$ cat src/rtl/rv2t_decode_stage_buffered.sv
// Purpose : RV32I/M decode stage with valid/ready on both sides, 2-entry skid buffer.
// Latency : 1 cycle from input acceptance to out_valid when empty; 1 instr/cycle sustained.
// Backpr. : in_ready drops only when both output and skid hold words (registered, no out_ready path).
//
// Ports:
//   clk, reset_n (async active-low), sync_reset (synchronous flush)
//   in_valid/in_ready, IR_in, PC_in       : fetch side
//   out_valid/out_ready, IR_out, PC_out   : execute side
//   rs1, rs2, csr                         : fields sliced from IR_out
//   ctl[18:0], illegal                    : registered decode of IR_out
//   csr_read_enable                       : out_valid & SYSTEM & CSR
module rv2t_decode_stage_buffered #(
  parameter int XLEN           = 32,
  parameter int PC_BITWIDTH    = 32,
  parameter int REG_ADDR_BITS  = 5,
  parameter int ENABLE_MUL_DIV = 1
) (
  input  logic                     clk,
  input  logic                     reset_n,
  input  logic                     sync_reset,
  input  logic                     in_valid,
  output logic                     in_ready,
  input  logic [XLEN-1:0]          IR_in,
  input  logic [PC_BITWIDTH-1:0]   PC_in,
  output logic                     out_valid,
  input  logic                     out_ready,
  output logic [XLEN-1:0]          IR_out,
  output logic [PC_BITWIDTH-1:0]   PC_out,
  output logic [REG_ADDR_BITS-1:0] rs1,
  output logic [REG_ADDR_BITS-1:0] rs2,
  output logic [11:0]              csr,
  output logic                     csr_read_enable,
  output logic [18:0]              ctl,
  output logic                     illegal
);

  typedef enum logic [1:0] {
    ST_EMPTY = 2'd0,
    ST_ONE   = 2'd1,
    ST_TWO   = 2'd2
  } state_t;

  state_t                 state_q, state_d;
  logic                   in_ready_q, in_ready_d;
  logic                   out_valid_q, out_valid_d;
  logic [XLEN-1:0]        ir_q, ir_d;
  logic [PC_BITWIDTH-1:0] pc_q, pc_d;
  logic [18:0]            ctl_q, ctl_d;
  logic                   ill_q, ill_d;
  logic [XLEN-1:0]        skid_ir_q, skid_ir_d;
  logic [PC_BITWIDTH-1:0] skid_pc_q, skid_pc_d;

  logic                   acc_in, acc_out;
  logic                   load_out, load_from_skid, load_skid;
  logic [XLEN-1:0]        src_ir;
  logic [PC_BITWIDTH-1:0] src_pc;
  logic [19:0]            dec;

  // Returns {illegal, ctl}; ctl is forced to zero for any illegal word.
  function automatic logic [19:0] decode_fn(input logic [XLEN-1:0] ir);
    logic [18:0] c;
    logic        ill;
    logic [2:0]  f3;
    c   = '0;
    ill = 1'b0;
    f3  = ir[14:12];
    if (ir[1:0] != 2'b11) begin
      ill = 1'b1;
    end else begin
      case (ir[6:2])
        5'b00100: begin c[0] = 1'b1; c[2] = 1'b1; c[3] = 1'b1; c[4] = 1'b1; end
        5'b01100: begin
          if (ir[25] && (ENABLE_MUL_DIV == 0)) begin
            ill = 1'b1;
          end else begin
            c[0] = 1'b1; c[1] = 1'b1; c[3] = 1'b1;
            c[4] = ~ir[25];
            c[5] = ir[25];
          end
        end
        5'b01101: begin c[6] = 1'b1; c[3] = 1'b1; end
        5'b00101: begin c[7] = 1'b1; c[3] = 1'b1; end
        5'b11011: begin c[8] = 1'b1; c[3] = 1'b1; end
        5'b11001: begin c[9] = 1'b1; c[3] = 1'b1; c[0] = 1'b1; end
        5'b11000: begin c[10] = 1'b1; c[0] = 1'b1; c[1] = 1'b1; end
        5'b00000: begin c[11] = 1'b1; c[0] = 1'b1; end
        5'b01000: begin c[12] = 1'b1; c[0] = 1'b1; c[1] = 1'b1; end
        5'b00011: begin c[16] = 1'b1; end
        5'b11100: begin
          if (f3 == 3'b100) begin
            ill = 1'b1;
          end else begin
            c[13] = 1'b1;
            c[0]  = 1'b1;
            if ((f3 == 3'b000) && (ir[24:20] == 5'b00010)) begin
              c[17] = 1'b1;
            end else if ((f3 == 3'b000) && (ir[24:20] == 5'b00101)) begin
              c[18] = 1'b1;
            end else begin
              c[14] = |f3;
              c[3]  = |f3;
              c[15] = |ir[19:15];
            end
          end
        end
        default: ill = 1'b1;
      endcase
    end
    if (ill) c = '0;
    return {ill, c};
  endfunction

  // Flush cycle refuses input so a discarded word is never half-accepted.
  assign in_ready = in_ready_q & ~sync_reset;
  assign acc_in   = in_valid & in_ready;
  assign acc_out  = out_valid_q & out_ready;

  always_comb begin
    state_d        = state_q;
    load_out       = 1'b0;
    load_from_skid = 1'b0;
    load_skid      = 1'b0;
    if (sync_reset) begin
      state_d = ST_EMPTY;
    end else begin
      case (state_q)
        ST_EMPTY: begin
          if (acc_in) begin
            state_d  = ST_ONE;
            load_out = 1'b1;
          end
        end
        ST_ONE: begin
          if (acc_in && acc_out) begin
            load_out = 1'b1;
          end else if (acc_in) begin
            state_d   = ST_TWO;
            load_skid = 1'b1;
          end else if (acc_out) begin
            state_d = ST_EMPTY;
          end
        end
        ST_TWO: begin
          if (acc_out) begin
            state_d        = ST_ONE;
            load_out       = 1'b1;
            load_from_skid = 1'b1;
          end
        end
        default: state_d = ST_EMPTY;
      endcase
    end
  end

  // Decode is applied to whichever word is about to enter the output register.
  always_comb begin
    src_ir = load_from_skid ? skid_ir_q : IR_in;
    src_pc = load_from_skid ? skid_pc_q : PC_in;
    dec    = decode_fn(src_ir);

    ir_d      = load_out  ? src_ir     : ir_q;
    pc_d      = load_out  ? src_pc     : pc_q;
    ctl_d     = load_out  ? dec[18:0]  : ctl_q;
    ill_d     = load_out  ? dec[19]    : ill_q;
    skid_ir_d = load_skid ? IR_in      : skid_ir_q;
    skid_pc_d = load_skid ? PC_in      : skid_pc_q;

    in_ready_d  = (state_d != ST_TWO);
    out_valid_d = (state_d != ST_EMPTY);
  end

  always_ff @(posedge clk or negedge reset_n) begin
    if (!reset_n) begin
      state_q     <= ST_EMPTY;
      in_ready_q  <= 1'b1;
      out_valid_q <= 1'b0;
      ir_q        <= '0;
      pc_q        <= '0;
      ctl_q       <= '0;
      ill_q       <= 1'b0;
      skid_ir_q   <= '0;
      skid_pc_q   <= '0;
    end else begin
      state_q     <= state_d;
      in_ready_q  <= in_ready_d;
      out_valid_q <= out_valid_d;
      ir_q        <= ir_d;
      pc_q        <= pc_d;
      ctl_q       <= ctl_d;
      ill_q       <= ill_d;
      skid_ir_q   <= skid_ir_d;
      skid_pc_q   <= skid_pc_d;
    end
  end

  assign out_valid       = out_valid_q;
  assign IR_out          = ir_q;
  assign PC_out          = pc_q;
  assign ctl             = ctl_q;
  assign illegal         = ill_q;
  assign rs1             = ir_q[15 +: REG_ADDR_BITS];
  assign rs2             = ir_q[20 +: REG_ADDR_BITS];
  assign csr             = ir_q[31:20];
  assign csr_read_enable = out_valid_q & ctl_q[13] & ctl_q[14];

endmodule

$ cat config.mk
export PLATFORM = sky130hd
export DESIGN_NAME = rv2t_decode_stage_buffered
export DESIGN_NICKNAME = d
export VERILOG_FILES = /design/src/rtl/rv2t_decode_stage_buffered.sv
export SDC_FILE = /design/constraint.sdc
export NUM_CORES = 1
export LEC_CHECK = 0
export CORE_ASPECT_RATIO = 1.25
export CORE_MARGIN = 2
export CORE_UTILIZATION = 53
export DETAILED_ROUTE_END_ITERATION = 8
export PLACE_DENSITY = 0.87
export SLEW_MARGIN = 20
export SYNTH_ARGS = -nofsm -noshare
export SYNTH_HDL_FRONTEND = slang
export SYNTH_SLANG_ARGS = --single-unit
$ cat constraint.sdc
create_clock -name clk -period 5.85 [get_ports clk]
set_input_delay 0.585 -clock clk [delete_from_list [all_inputs] [get_ports clk]]
set_output_delay 0.585 -clock clk [all_outputs]
set_load 0.005 [all_outputs]
==> metrics.txt <==
Post-synth top cells=nand2_1 (158), dfrtp_1 (151), nor2_1 (74), a31oi_1 (67), mux2_2 (64); total congestion overflow=0; Max IR drop VDD=265 uV; Initial DRC Count=437; port bufs=177; share of cells above drive strength 1=0.136; Max Cap Viol=0; worst setup path category=in2reg; H-Tree Depth=4; setup TNS=0 ns; CTS tree=yes; Hold Path Class=in2async; Clk Latency, worst-skew pair=0.41 ns; CP peak stage delay=0.76 ns; Placed Area=8740 um2; Synth async-reset ratio=1.00; antenna-violating nets left=0; DIE WIDTH=107 um; Critical Path RT=6.17 ns; worst slack at placement=2.36 ns; final-report setup violation count=0; Mapped Cells=712; power density cells=383 nW/um2; RSZ-0062 raised after global routing=false; critical-path cell list=clkdlybuf4s50_1 > nor3b_2 > nand3_4 > or4_1 > o41a_1 > o31ai_2; total CTS buffers=17; syn_nets=781; synthesis-to-finish area growth=32.2%; GR Util All Layers=0.249; fin area=9310 um2; CP startpoint kind=input port; first-pass GRT wire length=28200 um; top cells by area, synth=dfrtp_1 (54%), mux2_2 (10%), nand2_1 (8.4%); die area=14200 um2; hold_buf cts=0; slowest cell on the critical path=nand3_4; Synth Flop Type=dfrtp_1; Row Count=47; status=complete, no violations; root buffer cell=clkbuf_16; hold_ws=0.225 ns; sequential area share after synthesis=0.540; ANT cells=0; mapped cell area=7050 um2; Max-slew headroom=0.297; CTS Sinks=152; Worst Max-Slew Pin Slew=1.05 ns; initial cell density of the core=0.537; Yosys warnings=0; most frequent cell after synthesis=nand2_1; Worst Path Arrival=3.45 ns; Lkg Pwr=3.86 nW; Ports=178; post-CTS setup repair buffer count=0; Final #Nets=914; leading area contributor after synthesis=dfrtp_1; number of global-route vias before repair=5709; height of the die=133 um; CTS Buffer Depth=2; Clock transition at path regs=0.06 ns; crit share post-route=0.536; Clock Skews=0.0123 ns; Synth Register Bits=152; Critical Path Sink Type=flop; Hold Fails Final Rpt=0; core area=13100 um2; routability cong.=0.873; Via density=5.56; Min Clock Period, post-route=3.13 ns; largest net degree at the start of global routing=101; Yosys cell types=53; achievable frequency=319 MHz; antenna violations before repair=0; setup slack after layout=2.72 ns; syn avg cell area=9.90 um2; 1st-pass router iterations=5; final wirelength=17100 um; CP Max Fanout=86; drt wl/cell=16.6 um; DRC=0; top cell type's share of synthesized area=0.536; post_cts resized=0; max-slew violations=0; Post-synth EDFFs=0; post-DP HPWL=11200 um; Via Count=5725
[worst max-delay path, delay by kind of cell]
kind	cells	cell delay, ns
buffers and inverters	1	0.55
AND/OR/NAND/NOR	3	1.88
AO/OA/AOI/OAI	2	0.33
[cells by family after synthesis]
logic type / Yosys count / share of synthesized area
AO/OA/AOI/OAI: 127 / 0.116
buffers and inverters: 75 / 0.0558
flip-flops: 152 / 0.540
multiplexers: 67 / 0.107
AND/OR/NAND/NOR: 291 / 0.181
[stage by stage]
stage                      util  instances  total power [mW]
after CTS                 0.710       1029              3.59
after floorplan               -        712              2.05
after global placement    0.666        997              2.49
after global routing      0.710       1029              3.77
final                     0.710       1029              3.57
after detailed placement  0.666        997              2.53
[per-layer routing]
layer	GRT usage	vias up	routed length, um
met4	0.0779	0	292
met3	0.0586	23	1170
met5	0	-	0
met2	0.419	231	8700
met1	0.318	2758	6960
li1	-	2713	-
[state kept, by name (all words and copies together) (netlist names)]
register / count
IR_out: 32
PC_out: 32
ctl: 19
illegal: 1
in_ready_q: 1
out_valid: 1
skid_ir_q: 32
skid_pc_q: 32
state_q: 2
[cell type report]
type	instances	area, um2
clock buffer	19	453
clock inverter	13	121
fill	962	3800
inverter	6	22.5
multi-input combinational	485	2880
sequential	152	3800
tap	171	214
timing repair buffer	183	1820
[layout by cell type, fill, tap and decap left out, types with 10 or more instances in the layout]
| cell | n |
|---|---|
| dfrtp_1 | 151 |
| o21ai_0 | 22 |
| a31oi_1 | 67 |
| clkdlybuf4s50_1 | 176 |
| nand2_1 | 158 |
| nor2_1 | 74 |
| clkbuf_16 | 17 |
| mux2_2 | 64 |
| nor3b_1 | 10 |
| a21oi_1 | 12 |
[final timing paths]
check	start	end	slack, ns	depth (start not counted)
setup reg to reg	state_q[0]$_DFF_PN0_	ctl[11]$_DFFE_PN0P_	3.04	5
setup / recovery	sync_reset	ctl[11]$_DFFE_PN0P_	2.72	6
max in group asynchronous	reset_n	PC_out[11]$_DFFE_PN0P_	4.40	2
min in group clk	IR_out[2]$_DFFE_PN0P_	IR_out[2]$_DFFE_PN0P_	0.49	2
hold / removal	reset_n	IR_out[21]$_DFFE_PN0P_	0.22	1
hold reg to reg	IR_out[2]$_DFFE_PN0P_	IR_out[2]$_DFFE_PN0P_	0.49	2
[power breakdown]
group / switching (mW) / internal [mW]
Combinational: 0.333 / 0.573
Sequential: 0.241 / 1.37
Clock: 0.441 / 0.611
(Power assumes the default switching activity.)
